**src/rtl/fib_term_assembler.sv**
```systemverilog
// Byte-serial, LSB-first term capture. The completed term is presented
// combinationally on the cycle its final byte arrives.
module fib_term_assembler #(
  parameter int WIDTH = 32
) (
  input  logic                             clk,
  input  logic                             rst,
  input  logic                             start_i,
  input  logic                             push_i,
  input  logic                             drop_i,
  input  logic [7:0]                       byte_i,
  output logic [$clog2(WIDTH/8)-1:0]       idx_o,
  output logic                             last_o,
  output logic [WIDTH-1:0]                 term_o
);

  localparam int BYTES = WIDTH / 8;
  localparam int IDX_W = $clog2(BYTES);

  logic [IDX_W-1:0]   idx_q;
  // The top byte is never stored: it is taken straight from the bus.
  logic [WIDTH-9:0]   data_q;

  always_ff @(posedge clk or posedge rst) begin
    if (rst) begin
      idx_q  <= '0;
      data_q <= '0;
    end else if (drop_i) begin
      idx_q <= '0;
    end else if (start_i) begin
      data_q[7:0] <= byte_i;
      idx_q       <= IDX_W'(1);
    end else if (push_i) begin
      if (last_o) begin
        idx_q <= '0;
      end else begin
        data_q[idx_q*8 +: 8] <= byte_i;
        idx_q                <= idx_q + IDX_W'(1);
      end
    end
  end

  assign idx_o  = idx_q;
  assign last_o = (idx_q == IDX_W'(BYTES - 1));
  assign term_o = {byte_i, data_q};

endmodule

```
**config.mk**
```make
export PLATFORM = sky130hd
export DESIGN_NAME = fib_term_assembler
export DESIGN_NICKNAME = d
export VERILOG_FILES = /design/src/rtl/fib_term_assembler.sv
export SDC_FILE = /design/constraint.sdc
export NUM_CORES = 1
export LEC_CHECK = 0
export BUFFER_PORTS_ARGS = -buffer_cell sky130_fd_sc_hd__buf_2
export CAP_MARGIN = 15
export CORE_MARGIN = 4
export CORE_UTILIZATION = 43
export CTS_CLUSTER_SIZE = 40
export DETAILED_ROUTE_END_ITERATION = 10
export PLACE_DENSITY = 0.79
export SYNTH_ARGS = -nofsm -noshare
export SYNTH_HDL_FRONTEND = slang
export SYNTH_SLANG_ARGS = --single-unit
```
**constraint.sdc**
```tcl
create_clock -name clk -period 2.4 [get_ports clk]
set_clock_uncertainty 0.2 [all_clocks]
set_input_delay 0.24 -clock clk [delete_from_list [all_inputs] [get_ports clk]]
set_output_delay 0.24 -clock clk [all_outputs]
set_load 0.01 [all_outputs]
```
==> run metrics, run 1 <==
critical path capture point type=flop; total negative slack=0 ps; post-CTS sizing=0; clock period minus final worst setup slack=approximately 2200 ps; DP Wirelength=about 2.3 mm; Hold Path Sink=data_q[6]; total core area=approximately 0.0029 sq mm; pre-CTS setup slack=307.1 ps; Final Max Slew Viols=0; critical path arrival=2220 ps; final cell utilization of the core=0.5715; Area growth syn-to-layout=22.69%; first-pass GRT wire length=~5.1 mm; largest net degree at the start of global routing=27; LEAKAGE=roughly 1.0 nW; CTS tree=built; Num CTS Buffers=3; final hold violation count=1; FF-to-FF Start=idx_o[0]; peak supply drop=0.0003000 V; fmax=~0.46 GHz; DRT Pass-1 Iters=4; Mapped Nets=between 100 and 150; final net count=roughly 180; crit-path max FO=9; Die X=between 60 and 70 microns; period utilisation layout=0.8986; slowest stage delay, CP=560 ps; Synth Area per Inst=between 10 and 15 sq um; vias in the first global route=around 1,100; relative max-transition margin=0.5705; vias per inst=5.538; Worst Path Required=about 2500 ps; Final WS setup=roughly 240 ps; die area=~0.0040 sq mm; worst-margin pin slew=642.9 ps; number of diodes=0; CTS root buf=clkbuf_4; R2R setup slack=around 240 ps; I/O pin total=between 40 and 50; global route overflow=0; Clock Latency Late Sink=around 310 ps; Final setup violation count=0; pwr/cell area=585.1 mW/mm^2; WHS=-5.973 ps; Synth area leaders=dfrtp_1, a21bo_1, inv_1; DRT antenna net count=0; Syn Inst Count=roughly 120; Reg area=about 650 sq um; Total GRT Usage=0.1573; clock slew at reported path FFs=~160 ps; Starting Density=0.4658; Vert. Die Dim=~64 microns; Yosys cell types=25; YS warnings=0; via count=roughly 1,100; RR Endpoint=data_q[17]; failing checks=hold timing; Worst Setup Path Type=flop to flop; Max Cap Viol=0; RSZ-0062 raised after global routing=false; IO buf count=between 40 and 50; ratio of cells with drive above 1 in the final layout=0.3476; Total Power=0.9539 mW; antenna violations before repair=0; htree depth=1; hold crit path type=input port to flop; FF+latch count, synth=26; 1st-iter DRT viols=31; hold path cells=3; biggest area consumer among synthesized cells=dfrtp_1; Filler cells=around 250; Worst setup SP type=flop; DRT Wirelength=around 3 mm; critical path's slowest cell=nor3b_1; hold_sp=byte_i[6]; Max clock buf depth=2; Reg2Reg Depth=5; # DRC=0; clk sinks=26; multi-input logic area=around 520 sq um; register area share after synthesis=0.4896; outcome=complete, but fails checks; routability cong.=just under 0.8; drt wl/cell=15.44 microns; FP Rows=19; ordered list of cells on the worst path=inv_1 -> ha_1 -> nor3b_1 -> and4_1 -> a21o_1; Synth Cell Area=roughly 0.0013 sq mm; share of the synthesized area in the top cell type=0.4896
==> power breakdown <==
part,internal (mW),switching (mW),leakage (nW),total [mW]
clock,0.169,0.133,0.0279,0.302
sequential,0.466,0.0184,0.349,0.485
combinational,0.0689,0.0982,0.672,0.167
==> stage by stage <==
| step | std cells | area (sq um) |
|---|---|---|
| 6_report | 195 | 1630 |
| 5_1_grt | 195 | 1630 |
| 4_1_cts | 194 | 1620 |
| 3_5_place_dp | 187 | 1538 |
| 3_3_place_gp | 187 | 1538 |
| 2_1_floorplan | 118 | 1329 |
==> layout make-up <==
cell class	instances	area share
inverters	20	0.04605
clock buffers	3	0.01381
flip-flops and latches	26	0.3991
clock inverters	1	0.01842
multi-input cells	60	0.3162
well taps	31	0.02379
repair buffers	54	0.1827
==> routing by layer <==
metal  wire length [microns]  GRT usage  vias up
met1                    1285     0.2110      514
met4                      36    0.04313        0
met3                     323    0.04796        6
met5                       0          0        -
li1                        -          -      503
met2                    1365     0.2451       57
==> Yosys cell counts <==
master / instances
nand4_1: 8
and3b_1: 1
clkbuf_1: 1
buf_4: 9
nand2_4: 2
nor2b_1: 1
clkbuf_2: 1
nor2_1: 1
a41oi_1: 1
nand2_1: 1
nand3b_1: 1
a21o_1: 8
nor3_1: 1
dfrtp_1: 26
and4_1: 8
nor4b_4: 1
inv_1: 20
buf_6: 1
a21oi_1: 2
mux2i_1: 1
nor3b_1: 1
ha_1: 5
o21ai_0: 1
o32ai_1: 8
a21bo_1: 8
==> what timing repair did <==
action                    4_1_cts  5_1_grt
hold endpoints to repair       28        1
buffers inserted                0        0
hold buffers                    3        1
==> how the worst max path moves through the flow <==
stage / to / slack (ps) / depth (start not counted) / from
global placement: data_q[17] / 410 / 5 / idx_o[0]
floorplan: data_q[10] / 470 / 5 / idx_o[0]
detailed placement: data_q[17] / 310 / 5 / idx_o[0]
global route: data_q[17] / 100 / 5 / idx_o[0]
CTS: data_q[17] / 280 / 5 / idx_o[0]
finish: data_q[17] / 240 / 5 / idx_o[0]
==> layout by cell type (no fill, tap or decap) <==
cell type | synthesis | routed
nor3b_1 | 1 | 1
nor2_1 | 1 | 1
inv_1 | 20 | 20
bufinv_16 | 0 | 1
nand2_4 | 2 | 2
nand3b_1 | 1 | 1
a21o_1 | 8 | 8
o21ai_0 | 1 | 1
ha_1 | 5 | 5
and3b_1 | 1 | 1
nand2_1 | 1 | 1
buf_2 | 0 | 47
a21oi_1 | 2 | 2
a41oi_1 | 1 | 1
nor3_1 | 1 | 1
dlygate4sd3_1 | 0 | 4
and4_1 | 8 | 8
nor2b_1 | 1 | 1
dfrtp_1 | 26 | 26
nor4b_4 | 1 | 1
clkbuf_4 | 0 | 3
mux2i_1 | 1 | 1
nand4_1 | 8 | 8
a21bo_1 | 8 | 8
buf_4 | 9 | 3
o32ai_1 | 8 | 8
==> logic make-up (layout without fill, tap and decap cells) <==
kind of cell,Yosys count,after routing,share of synthesized area
buf+inv,32,78,0.1224
compound gates,28,28,0.1761
flops,26,26,0.4896
simple gates,26,26,0.1573
fa+ha+maj,5,5,0.04708
mux,1,1,0.007533
==> flip-flops by register name, indices dropped and copies added (netlist names) <==
register / count
idx_o: 2
data_q: 24
==> worst max-delay path, delay by kind of cell (launching register included) <==
kind / cells / cell delay (ps)
AOI/OAI and AO/OA: 1 / 90
buffers and inverters: 1 / 120
adders and majority gates: 1 / 350
DFF: 1 / 500
and+or+nand+nor: 2 / 850
No activity file was read; power rests on OpenSTA's default activity.
==> run 2: changes to the inputs <==
clock period = 2.55 ns   (was 2.4 ns; I/O delays follow)
==> run metrics, run 2 (synthesized netlist as in run 1, its figures left out) <==
I/O pin total=48 (unchanged); outcome=complete, no violations; Total Power=0.8956 mW (-6.1%); final net count=182 (-0.55%); Final setup violation count=0 (unchanged); slowest stage delay, CP=580 ps (+20 ps); R2R setup slack=380 ps (+140 ps); Starting Density=0.4658 (unchanged); Post-Layout Inst Area=0.001623 sq mm (-0.46%); drt wl/cell=15.21 microns (-1.5%); critical path's slowest cell=nor3b_1; pre-CTS setup slack=425.5 ps (+118.4 ps); peak supply drop=0.0002789 V (-7.0%); final hold violation count=0 (-1); routability cong.=0.7760 (+0.12%); RR Endpoint=data_q[20]; ratio of cells with drive above 1 in the final layout=0.3436 (-0.004003); Placed Area=0.001530 sq mm (-0.49%); worst-margin pin slew=687.0 ps (+44.14 ps); FP Rows=19 (unchanged); period utilisation layout=0.8502 (-0.04840); Final WS setup=381.9 ps (+138.6 ps); Clock Latency Late Sink=310 ps (about the same); via count=1,051 (-2.7%); non-filler instance count after layout=194 (-0.51%); vias in the first global route=1,118 (+4.0%); number of diodes=0 (unchanged); die area=0.004044 sq mm (unchanged); dpl cells=186 (-0.53%); Reg area=650.6 sq um (unchanged); relative max-transition margin=0.5360 (-0.03454); Filler cells=244 (-3.6%); Max clock buf depth=2 (unchanged); Hold Path Sink=data_q[3]; clock slew at reported path FFs=150 ps (about the same); clock period minus final worst setup slack=2168 ps (+11.37 ps); largest net degree at the start of global routing=27 (unchanged); WHS=21.55 ps (+27.53 ps); htree depth=1 (unchanged); first-pass GRT wire length=5.195 mm (+1.9%); fmax=0.4612 GHz (-0.52%); DRT antenna net count=0 (unchanged); clk sinks=26 (unchanged); # DRC=0 (unchanged); IO buf count=47 (unchanged); hold crit path type=input port to flop; Die X=63.59 microns (unchanged); Final Max Slew Viols=0 (unchanged); Worst Setup Path Type=flop to flop; 1st-iter DRT viols=15 (-52%); CP bufs+invs=1 (unchanged); hold path cells=3 (unchanged); Vert. Die Dim=63.59 microns (unchanged); most flop-heavy register=data_q; global route overflow=0 (unchanged); DRT Wirelength=2.950 mm (-2.0%); total core area=0.002853 sq mm (unchanged); CTS root buf=clkbuf_4; FF-to-FF Start=idx_o[0]; Worst setup SP type=flop; Area growth syn-to-layout=22.13%; RSZ-0062 raised after global routing=false; DRT Pass-1 Iters=4 (unchanged); hold_sp=byte_i[3]; Worst Path Required=2620 ps (+160 ps); antenna violations before repair=0 (unchanged); pwr/cell area=551.9 mW/mm^2 (-5.7%); CTS tree=built; multi-input logic area=515.5 sq um (unchanged); Num CTS Buffers=3 (unchanged); critical path arrival=2230 ps (about the same); commonest cells after routing, fill and taps aside=buf_2, dfrtp_1, inv_1; crit-path max FO=9 (unchanged); final cell utilization of the core=0.5689 (-0.002631); ordered list of cells on the worst path=inv_1 -> ha_1 -> nor3b_1 -> and4_1 -> a21o_1; Worst path top cell family by delay=simple AND/OR/NAND/NOR gates; DP Wirelength=2.286 mm (-0.49%); Reg2Reg Depth=5 (unchanged); Largest register FFs=24 (unchanged); Max Cap Viol=0 (unchanged); most common cell after layout, fill and taps aside=buf_2; Total GRT Usage=0.1570 (-0.0002575); LEAKAGE=1.043 nW (-0.46%); vias per inst=5.418 (-2.2%); critical path capture point type=flop; post-CTS sizing=0 (unchanged); total negative slack=0 ps (unchanged)
run 2: report_power, final:
part	total (mW)	switching [mW]	internal, mW
registers	0.456	0.0173	0.439
clock network	0.285	0.127	0.159
logic	0.154	0.0905	0.0634
total	0.896	0.234	0.661
run 2: worst max path at each step:
stage                     depth (start not counted)          to  startpoint
final                                             5  data_q[20]    idx_o[0]
after global routing                              5  data_q[20]    idx_o[0]
after CTS                                         5   data_q[4]    idx_o[0]
after detailed placement                          5   data_q[4]    idx_o[0]
after global placement                            5  data_q[17]    idx_o[0]
after floorplan                                   5  data_q[10]    idx_o[0]
run 2: per-layer routing:
layer | vias to the layer above | GRT usage | wire (microns)
met2 | 41 | 0.2477 | 1333
met5 | - | 0 | 0
met1 | 503 | 0.2171 | 1382
li1 | 505 | - | -
met3 | 2 | 0.03908 | 221
met4 | 0 | 0.03504 | 13
run 2: area by class of cell:
class,instances,share of cell area
flip-flops and latches,26,0.4009
multi-input cells,60,0.3177
repair buffers,53,0.1789
inverters,20,0.04626
well taps,31,0.02390
clock inverters,1,0.01850
clock buffers,3,0.01388
run 2: worst reg2reg max path: cells and delay by family (launching register included):
family / cells / cell delay, ps
compound gates: 1 / 90
fa+ha+maj: 1 / 340
buf+inv: 1 / 120
flops: 1 / 510
simple gates: 2 / 870
run 2: repair_timing:
action / in CTS / in global routing
setup buffers: 0 / 0
hold buffers: 2 / 2
hold endpoints to repair: 27 / 2
